<file path="src/rtl/mc_pkg.sv">
// rtl/mc_pkg.sv - shared encodings for the multi-cycle MIPS control FSM
package mc_pkg;

    typedef enum logic [4:0] {
        ST_FETCH  = 5'b00001,
        ST_DECODE = 5'b00010,
        ST_EXEC   = 5'b00100,
        ST_MEM    = 5'b01000,
        ST_WB     = 5'b10000
    } state_e;

    localparam logic [5:0] OP_RTYPE = 6'b000000;
    localparam logic [5:0] OP_ORI   = 6'b001101;
    localparam logic [5:0] OP_LUI   = 6'b001111;
    localparam logic [5:0] OP_LW    = 6'b100011;
    localparam logic [5:0] OP_SW    = 6'b101011;
    localparam logic [5:0] OP_BEQ   = 6'b000100;
    localparam logic [5:0] OP_J     = 6'b000010;

    localparam logic [5:0] FN_ADDU  = 6'b100001;
    localparam logic [5:0] FN_SUBU  = 6'b100011;

    // ALU operation codes, shared with the ALU
    localparam logic [4:0] ALU_ADDU = 5'd0;
    localparam logic [4:0] ALU_SUBU = 5'd1;
    localparam logic [4:0] ALU_ORI  = 5'd2;
    localparam logic [4:0] ALU_LW   = 5'd3;
    localparam logic [4:0] ALU_SW   = 5'd4;
    localparam logic [4:0] ALU_LUI  = 5'd5;

    localparam logic       SRCA_PC     = 1'b0;
    localparam logic       SRCA_RS     = 1'b1;

    localparam logic [2:0] SRCB_RT     = 3'd0;
    localparam logic [2:0] SRCB_FOUR   = 3'd1;
    localparam logic [2:0] SRCB_SEXT   = 3'd2;
    localparam logic [2:0] SRCB_ZEXT   = 3'd3;
    localparam logic [2:0] SRCB_BRANCH = 3'd4;

    localparam logic [1:0] PCSRC_ALU    = 2'd0;
    localparam logic [1:0] PCSRC_ALUOUT = 2'd1;
    localparam logic [1:0] PCSRC_JUMP   = 2'd2;

    localparam logic       ADDR_PC     = 1'b0;
    localparam logic       ADDR_ALUOUT = 1'b1;

    typedef enum logic [3:0] {
        IC_NOP,
        IC_ADDU,
        IC_SUBU,
        IC_ORI,
        IC_LUI,
        IC_LW,
        IC_SW,
        IC_BEQ,
        IC_J,
        IC_ILLEGAL
    } iclass_e;

    function automatic logic is_rtype(input iclass_e c);
        return (c == IC_ADDU) || (c == IC_SUBU);
    endfunction

endpackage

</file>
<file path="src/rtl/mc_decode.sv">
// rtl/mc_decode.sv - combinational instruction classifier for the control FSM
module mc_decode
    import mc_pkg::*;
(
    input  logic [31:0] instr_i,
    output iclass_e     iclass_o
);

    always_comb begin
        iclass_o = IC_ILLEGAL;
        // all-zero word is the canonical nop and wins over the R-type decode
        if (instr_i == 32'd0) begin
            iclass_o = IC_NOP;
        end else begin
            case (instr_i[31:26])
                OP_RTYPE: begin
                    if (instr_i[5:0] == FN_ADDU) begin
                        iclass_o = IC_ADDU;
                    end else if (instr_i[5:0] == FN_SUBU) begin
                        iclass_o = IC_SUBU;
                    end
                end
                OP_ORI:  iclass_o = IC_ORI;
                OP_LUI:  iclass_o = IC_LUI;
                OP_LW:   iclass_o = IC_LW;
                OP_SW:   iclass_o = IC_SW;
                OP_BEQ:  iclass_o = IC_BEQ;
                OP_J:    iclass_o = IC_J;
                default: iclass_o = IC_ILLEGAL;
            endcase
        end
    end

endmodule

</file>
<file path="src/rtl/mc_ctrl.sv">
// rtl/mc_ctrl.sv - multi-cycle MIPS control FSM (FETCH/DECODE/EXEC/MEM/WB)
// Optional retired/cycles counters are built when MC_CTRL_PERF_EN is defined.
module mc_ctrl
    import mc_pkg::*;
#(
    parameter int PERF_W = 32
) (
    input  logic        clk,
    input  logic        reset,
    input  logic [31:0] instr,
    input  logic        zero,
    input  logic        mem_ready,
    output logic        mem_req,
    output logic        mem_we,
    output logic        mem_addr_sel,
    output logic        ir_we,
    output logic        pc_we,
    output logic [1:0]  pc_src_sel,
    output logic [4:0]  alu_op,
    output logic        alu_srca_sel,
    output logic [2:0]  alu_srcb_sel,
    output logic        aluout_we,
    output logic        reg_we,
    output logic        reg_dst_sel,
    output logic        mem_to_reg,
    output logic        illegal
`ifdef MC_CTRL_PERF_EN
    ,
    output logic [PERF_W-1:0] retired,
    output logic [PERF_W-1:0] cycles
`endif
);

    state_e  state_q;
    state_e  state_d;
    iclass_e iclass;

    mc_decode u_decode (
        .instr_i  (instr),
        .iclass_o (iclass)
    );

    always_ff @(posedge clk or posedge reset) begin
        if (reset) begin
            state_q <= ST_FETCH;
        end else begin
            state_q <= state_d;
        end
    end

    always_comb begin
        state_d = state_q;
        case (state_q)
            ST_FETCH: begin
                if (mem_ready) begin
                    state_d = ST_DECODE;
                end
            end
            ST_DECODE: begin
                if (iclass == IC_NOP || iclass == IC_ILLEGAL) begin
                    state_d = ST_FETCH;
                end else begin
                    state_d = ST_EXEC;
                end
            end
            ST_EXEC: begin
                case (iclass)
                    IC_LW, IC_SW:                     state_d = ST_MEM;
                    IC_ADDU, IC_SUBU, IC_ORI, IC_LUI: state_d = ST_WB;
                    default:                          state_d = ST_FETCH;
                endcase
            end
            ST_MEM: begin
                if (mem_ready) begin
                    state_d = (iclass == IC_SW) ? ST_FETCH : ST_WB;
                end
            end
            ST_WB:   state_d = ST_FETCH;
            default: state_d = ST_FETCH;
        endcase
    end

    // Outputs are forced low while reset is high so an abort drops mem_req at once.
    always_comb begin
        mem_req      = 1'b0;
        mem_we       = 1'b0;
        mem_addr_sel = ADDR_PC;
        ir_we        = 1'b0;
        pc_we        = 1'b0;
        pc_src_sel   = PCSRC_ALU;
        alu_op       = ALU_ADDU;
        alu_srca_sel = SRCA_PC;
        alu_srcb_sel = SRCB_RT;
        aluout_we    = 1'b0;
        reg_we       = 1'b0;
        reg_dst_sel  = 1'b0;
        mem_to_reg   = 1'b0;
        illegal      = 1'b0;
        if (!reset) begin
            case (state_q)
                ST_FETCH: begin
                    mem_req      = 1'b1;
                    alu_srcb_sel = SRCB_FOUR;
                    ir_we        = mem_ready;
                    pc_we        = mem_ready;
                end
                ST_DECODE: begin
                    alu_srcb_sel = SRCB_BRANCH;
                    aluout_we    = 1'b1;
                    illegal      = (iclass == IC_ILLEGAL);
                end
                ST_EXEC: begin
                    alu_srca_sel = SRCA_RS;
                    case (iclass)
                        IC_ADDU: begin
                            alu_srcb_sel = SRCB_RT;
                            aluout_we    = 1'b1;
                        end
                        IC_SUBU: begin
                            alu_srcb_sel = SRCB_RT;
                            alu_op       = ALU_SUBU;
                            aluout_we    = 1'b1;
                        end
                        IC_ORI: begin
                            alu_srcb_sel = SRCB_ZEXT;
                            alu_op       = ALU_ORI;
                            aluout_we    = 1'b1;
                        end
                        IC_LUI: begin
                            alu_srcb_sel = SRCB_ZEXT;
                            alu_op       = ALU_LUI;
                            aluout_we    = 1'b1;
                        end
                        IC_LW: begin
                            alu_srcb_sel = SRCB_SEXT;
                            alu_op       = ALU_LW;
                            aluout_we    = 1'b1;
                        end
                        IC_SW: begin
                            alu_srcb_sel = SRCB_SEXT;
                            alu_op       = ALU_SW;
                            aluout_we    = 1'b1;
                        end
                        IC_BEQ: begin
                            alu_srcb_sel = SRCB_RT;
                            alu_op       = ALU_SUBU;
                            pc_src_sel   = PCSRC_ALUOUT;
                            pc_we        = zero;
                        end
                        IC_J: begin
                            pc_src_sel   = PCSRC_JUMP;
                            pc_we        = 1'b1;
                        end
                        default: ;
                    endcase
                end
                ST_MEM: begin
                    mem_req      = 1'b1;
                    mem_addr_sel = ADDR_ALUOUT;
                    mem_we       = (iclass == IC_SW);
                end
                ST_WB: begin
                    reg_we      = 1'b1;
                    reg_dst_sel = is_rtype(iclass);
                    mem_to_reg  = (iclass == IC_LW);
                end
                default: ;
            endcase
        end
    end

`ifdef MC_CTRL_PERF_EN
    logic [PERF_W-1:0] retired_q;
    logic [PERF_W-1:0] retired_d;
    logic [PERF_W-1:0] cycles_q;
    logic [PERF_W-1:0] cycles_d;
    logic              retire;

    // Waiting in FETCH is not a completion; an illegal drop back to FETCH is not either.
    assign retire = (state_q != ST_FETCH) && (state_d == ST_FETCH) &&
                    !((state_q == ST_DECODE) && (iclass == IC_ILLEGAL));

    assign retired_d = retire ? retired_q + PERF_W'(1) : retired_q;
    assign cycles_d  = cycles_q + PERF_W'(1);

    always_ff @(posedge clk or posedge reset) begin
        if (reset) begin
            retired_q <= '0;
            cycles_q  <= '0;
        end else begin
            retired_q <= retired_d;
            cycles_q  <= cycles_d;
        end
    end

    assign retired = retired_q;
    assign cycles  = cycles_q;
`else
    logic unused_perf_w;
    assign unused_perf_w = (PERF_W > 0);
`endif

endmodule

</file>
<file path="config.mk">
export PLATFORM = sky130hd
export DESIGN_NAME = mc_ctrl
export DESIGN_NICKNAME = d
export VERILOG_FILES = /design/src/rtl/mc_pkg.sv /design/src/rtl/mc_decode.sv /design/src/rtl/mc_ctrl.sv
export SDC_FILE = /design/constraint.sdc
export NUM_CORES = 1
export LEC_CHECK = 0
export BUFFER_PORTS_ARGS = -buffer_cell sky130_fd_sc_hd__buf_2
export CAP_MARGIN = 20
export CORE_ASPECT_RATIO = 1.1
export CORE_UTILIZATION = 40
export DETAILED_ROUTE_END_ITERATION = 8
export PLACE_DENSITY = 0.76
export SYNTH_ARGS = -nofsm -noshare
export SYNTH_HDL_FRONTEND = slang
export SYNTH_SLANG_ARGS = --single-unit
</file>
<file path="constraint.sdc">
create_clock -name clk -period 2.72 [get_ports clk]
set_clock_uncertainty 0.2 [all_clocks]
set_input_delay 0.272 -clock clk [delete_from_list [all_inputs] [get_ports clk]]
set_output_delay 0.272 -clock clk [all_outputs]
set_load 0.005 [all_outputs]
</file>
==> impl_metrics.env <==
export IMPL_grt_pass1_vias=929
export IMPL_antenna_cells=0
export IMPL_setup_viol=0
export IMPL_synthMuxAreaShare_pct=0
export IMPL_finalWirelength_um=2407
export IMPL_required_ns=2.25
export IMPL_synth_edf_count=0
export IMPL_synth_most_common_cell="nor2_1"
export IMPL_grt_usage_pct=22.91
export IMPL_post_cts_buffers=0
export IMPL_synth_top_area_share_pct=12.64
export IMPL_violations="design-rule violations"
export IMPL_tritoncts="built"
export IMPL_hold_viol_final=0
export IMPL_top_regs="state_q: 5 flops"
export IMPL_leakage_nw=0.5193
export IMPL_regMostFlops="state_q"
export IMPL_ant_nets=0
export IMPL_synth_area_leaders="dfrtp_1, nor4_1, nor2_1"
export IMPL_place_hpwl_um=1966
export IMPL_cts_path_max_buffers=2
export IMPL_dieArea_um2=2162
export IMPL_grt_antenna_before_repair=0
export IMPL_core_area_um2=1822
export IMPL_final_cells=189
export IMPL_routabilityCongestion=0.9190
export IMPL_power_density_nw_per_um2=353.3
export IMPL_ios=57
export IMPL_postSynthAreaPerCell_um2=7.135
export IMPL_synth_seq_cells=5
export IMPL_core_rowCount=16
export IMPL_synth_compound_area_share_pct=21.17
export IMPL_fin_setup_tns_ns=0
export IMPL_root_buffer="clkbuf_4"
export IMPL_ys_warn_count=0
export IMPL_synth_flop_cell="dfrtp_1"
export IMPL_arrival_ns=2.09
export IMPL_end_kind="output port"
export IMPL_syn2layout_area_growth_pct=37.44
export IMPL_path_clk_slew_ns=0.05
export IMPL_post_route_util_pct=59.75
export IMPL_synth_xor_area_share_pct=1.106
export IMPL_synth_top_family_by_area="simple AND/OR/NAND/NOR gates"
export IMPL_yosys_area_share_simple_pct=52.61
export IMPL_holdCritPathClass="in -> reg"
export IMPL_dp_cells=184
export IMPL_vias=1048
export IMPL_yosys_area_share_adder_pct=0
export IMPL_die_h_um=48.67
export IMPL_dp_slack_ns=0.2834
export IMPL_r2r_slack_ns=0.64
export IMPL_peakVddDrop_mv=0.1906
export IMPL_fin_crit_sh_pct=94.09
export IMPL_htree_levels=1
export IMPL_drc=1
export IMPL_synth_seq_area_share_pct=15.96
export IMPL_synthTopCellsByCount="nor2_1, nor4_1, nor3_1, nand3_1, o21ai_0"
export IMPL_status="complete, but fails checks"
export IMPL_fin_ws_ns=0.1608
export IMPL_maxCapViolations=0
export IMPL_cp_max_fo=8
export IMPL_synth_largest_area_cell="dfrtp_1"
export IMPL_worstSetupPathType="in -> out"
export IMPL_cts_sinks=5
export IMPL_synth_distinct_cells=44
export IMPL_synthCells=111
export IMPL_dr_pass1_iters=6
export IMPL_nNetsFinal=199
export IMPL_wire_per_inst_um=12.74
export IMPL_drv_slew=0
export IMPL_drt_iter0_drc=16
export IMPL_grt_pass1_wl_um=3891
export IMPL_die_w_um=44.43
export IMPL_grt_max_degree=15
export IMPL_fill_cells=179
export IMPL_largest_register_ff_count=5
export IMPL_grt_overflow=0
export IMPL_startpoint_type="input port"
export IMPL_fmax_mhz=390.8
export IMPL_layout_drive_gt1_share_pct=43.83
export IMPL_port_buffers=54
export IMPL_netlist_area_um2=792.0
export IMPL_cts_buffers=3
export IMPL_clk_latency_ns=0.24
export IMPL_synthArstFlopShare_pct=100.0
export IMPL_finalCriticalPeriod_ns=2.559
export IMPL_hold_ws_ns=0.1076
export IMPL_rsz0062_at_grt="false"
export IMPL_start_util_pct=43.48
export IMPL_vias_per_cell=5.545
final cells by class:
| type | count | area (µm²) | area share (%) |
|---|---|---|---|
| Tap cell | 27 | 33.78 | 3.103 |
| Clock buffer | 4 | 26.28 | 2.414 |
| Timing Repair Buffer | 55 | 280.3 | 25.75 |
| Sequential cell | 5 | 126.4 | 11.61 |
| Inverter | 4 | 15.01 | 1.379 |
| Multi-Input combinational cell | 94 | 606.8 | 55.75 |
cell usage in the layout, fill, tap and decap left out, types with 2 or more instances in the layout:
master,Yosys,final
a211o_1,2,2
a21oi_1,3,3
a22oi_1,2,2
and2b_2,2,2
and4b_2,3,3
buf_2,1,54
clkbuf_4,0,3
conb_1,1,2
dfrtp_1,4,4
inv_1,4,4
nand2_1,4,4
nand3_1,6,6
nand3b_1,2,2
nand4_1,2,2
nand4b_1,2,2
nor2_1,15,15
nor2b_1,4,4
nor3_1,8,8
nor4_1,10,9
o21ai_0,6,6
logic make-up after synthesis:
| group | after synthesis |
|---|---|
| AOI/OAI and AO/OA | 22 |
| xor gates and xnor gates | 1 |
| buffers and inverters | 13 |
| DFF | 5 |
| other | 1 |
| and+or+nand+nor | 69 |
power breakdown:
part / internal, mW / total [mW] / switching (mW) / leakage, nW
Combinational: 0.0923 / 0.181 / 0.0889 / 0.439
Clock: 0.0554 / 0.0849 / 0.0295 / 0.0150
Sequential: 0.0933 / 0.119 / 0.0253 / 0.0653
Total: 0.241 / 0.385 / 0.144 / 0.519
metal layers:
| layer | share of wire, % | vias to the layer above | GRT usage (%) |
|---|---|---|---|
| li1 | - | 525 | - |
| met1 | 44 | 489 | 29.09 |
| met2 | 52 | 32 | 38.24 |
| met3 | 3.1 | 2 | 1.493 |
| met4 | 0.71 | 0 | 10.61 |
| met5 | 0 | - | 0 |
final timing paths:
path                            start    endpoint  depth (start not counted)
max                             reset       pc_we                          8
min                         mem_ready  state_q[0]                          3
max reg2reg                state_q[2]  state_q[0]                          5
min reg2reg                state_q[4]  state_q[4]                          2
max in group asynchronous       reset  state_q[0]                          3
min in group asynchronous       reset  state_q[4]                          3
critical path, cell delays in order:
cell and delay, ns:
dlygate4sd3_1 0.52, buf_2 0.19, nor2_1 0.09, nand3_1 0.25, inv_1 0.11, and4b_2 0.27
a211o_1 0.26, buf_2 0.13
what timing repair did:
item | 4_1_cts | 5_1_grt
endpoints found under the setup margin | 0 | 1
hold buffers | 1 | 0
hold endpoints to repair | 4 | 0
resized for setup | 0 | 1
per-stage QoR:
stage                     area [µm²]  power, mW
after detailed placement        1046     0.2977
after floorplan                795.8     0.2320
after global routing            1089     0.4170
final                           1089     0.3846
after CTS                       1082     0.3883
after global placement          1046     0.2948
(Power assumes the default switching activity.)
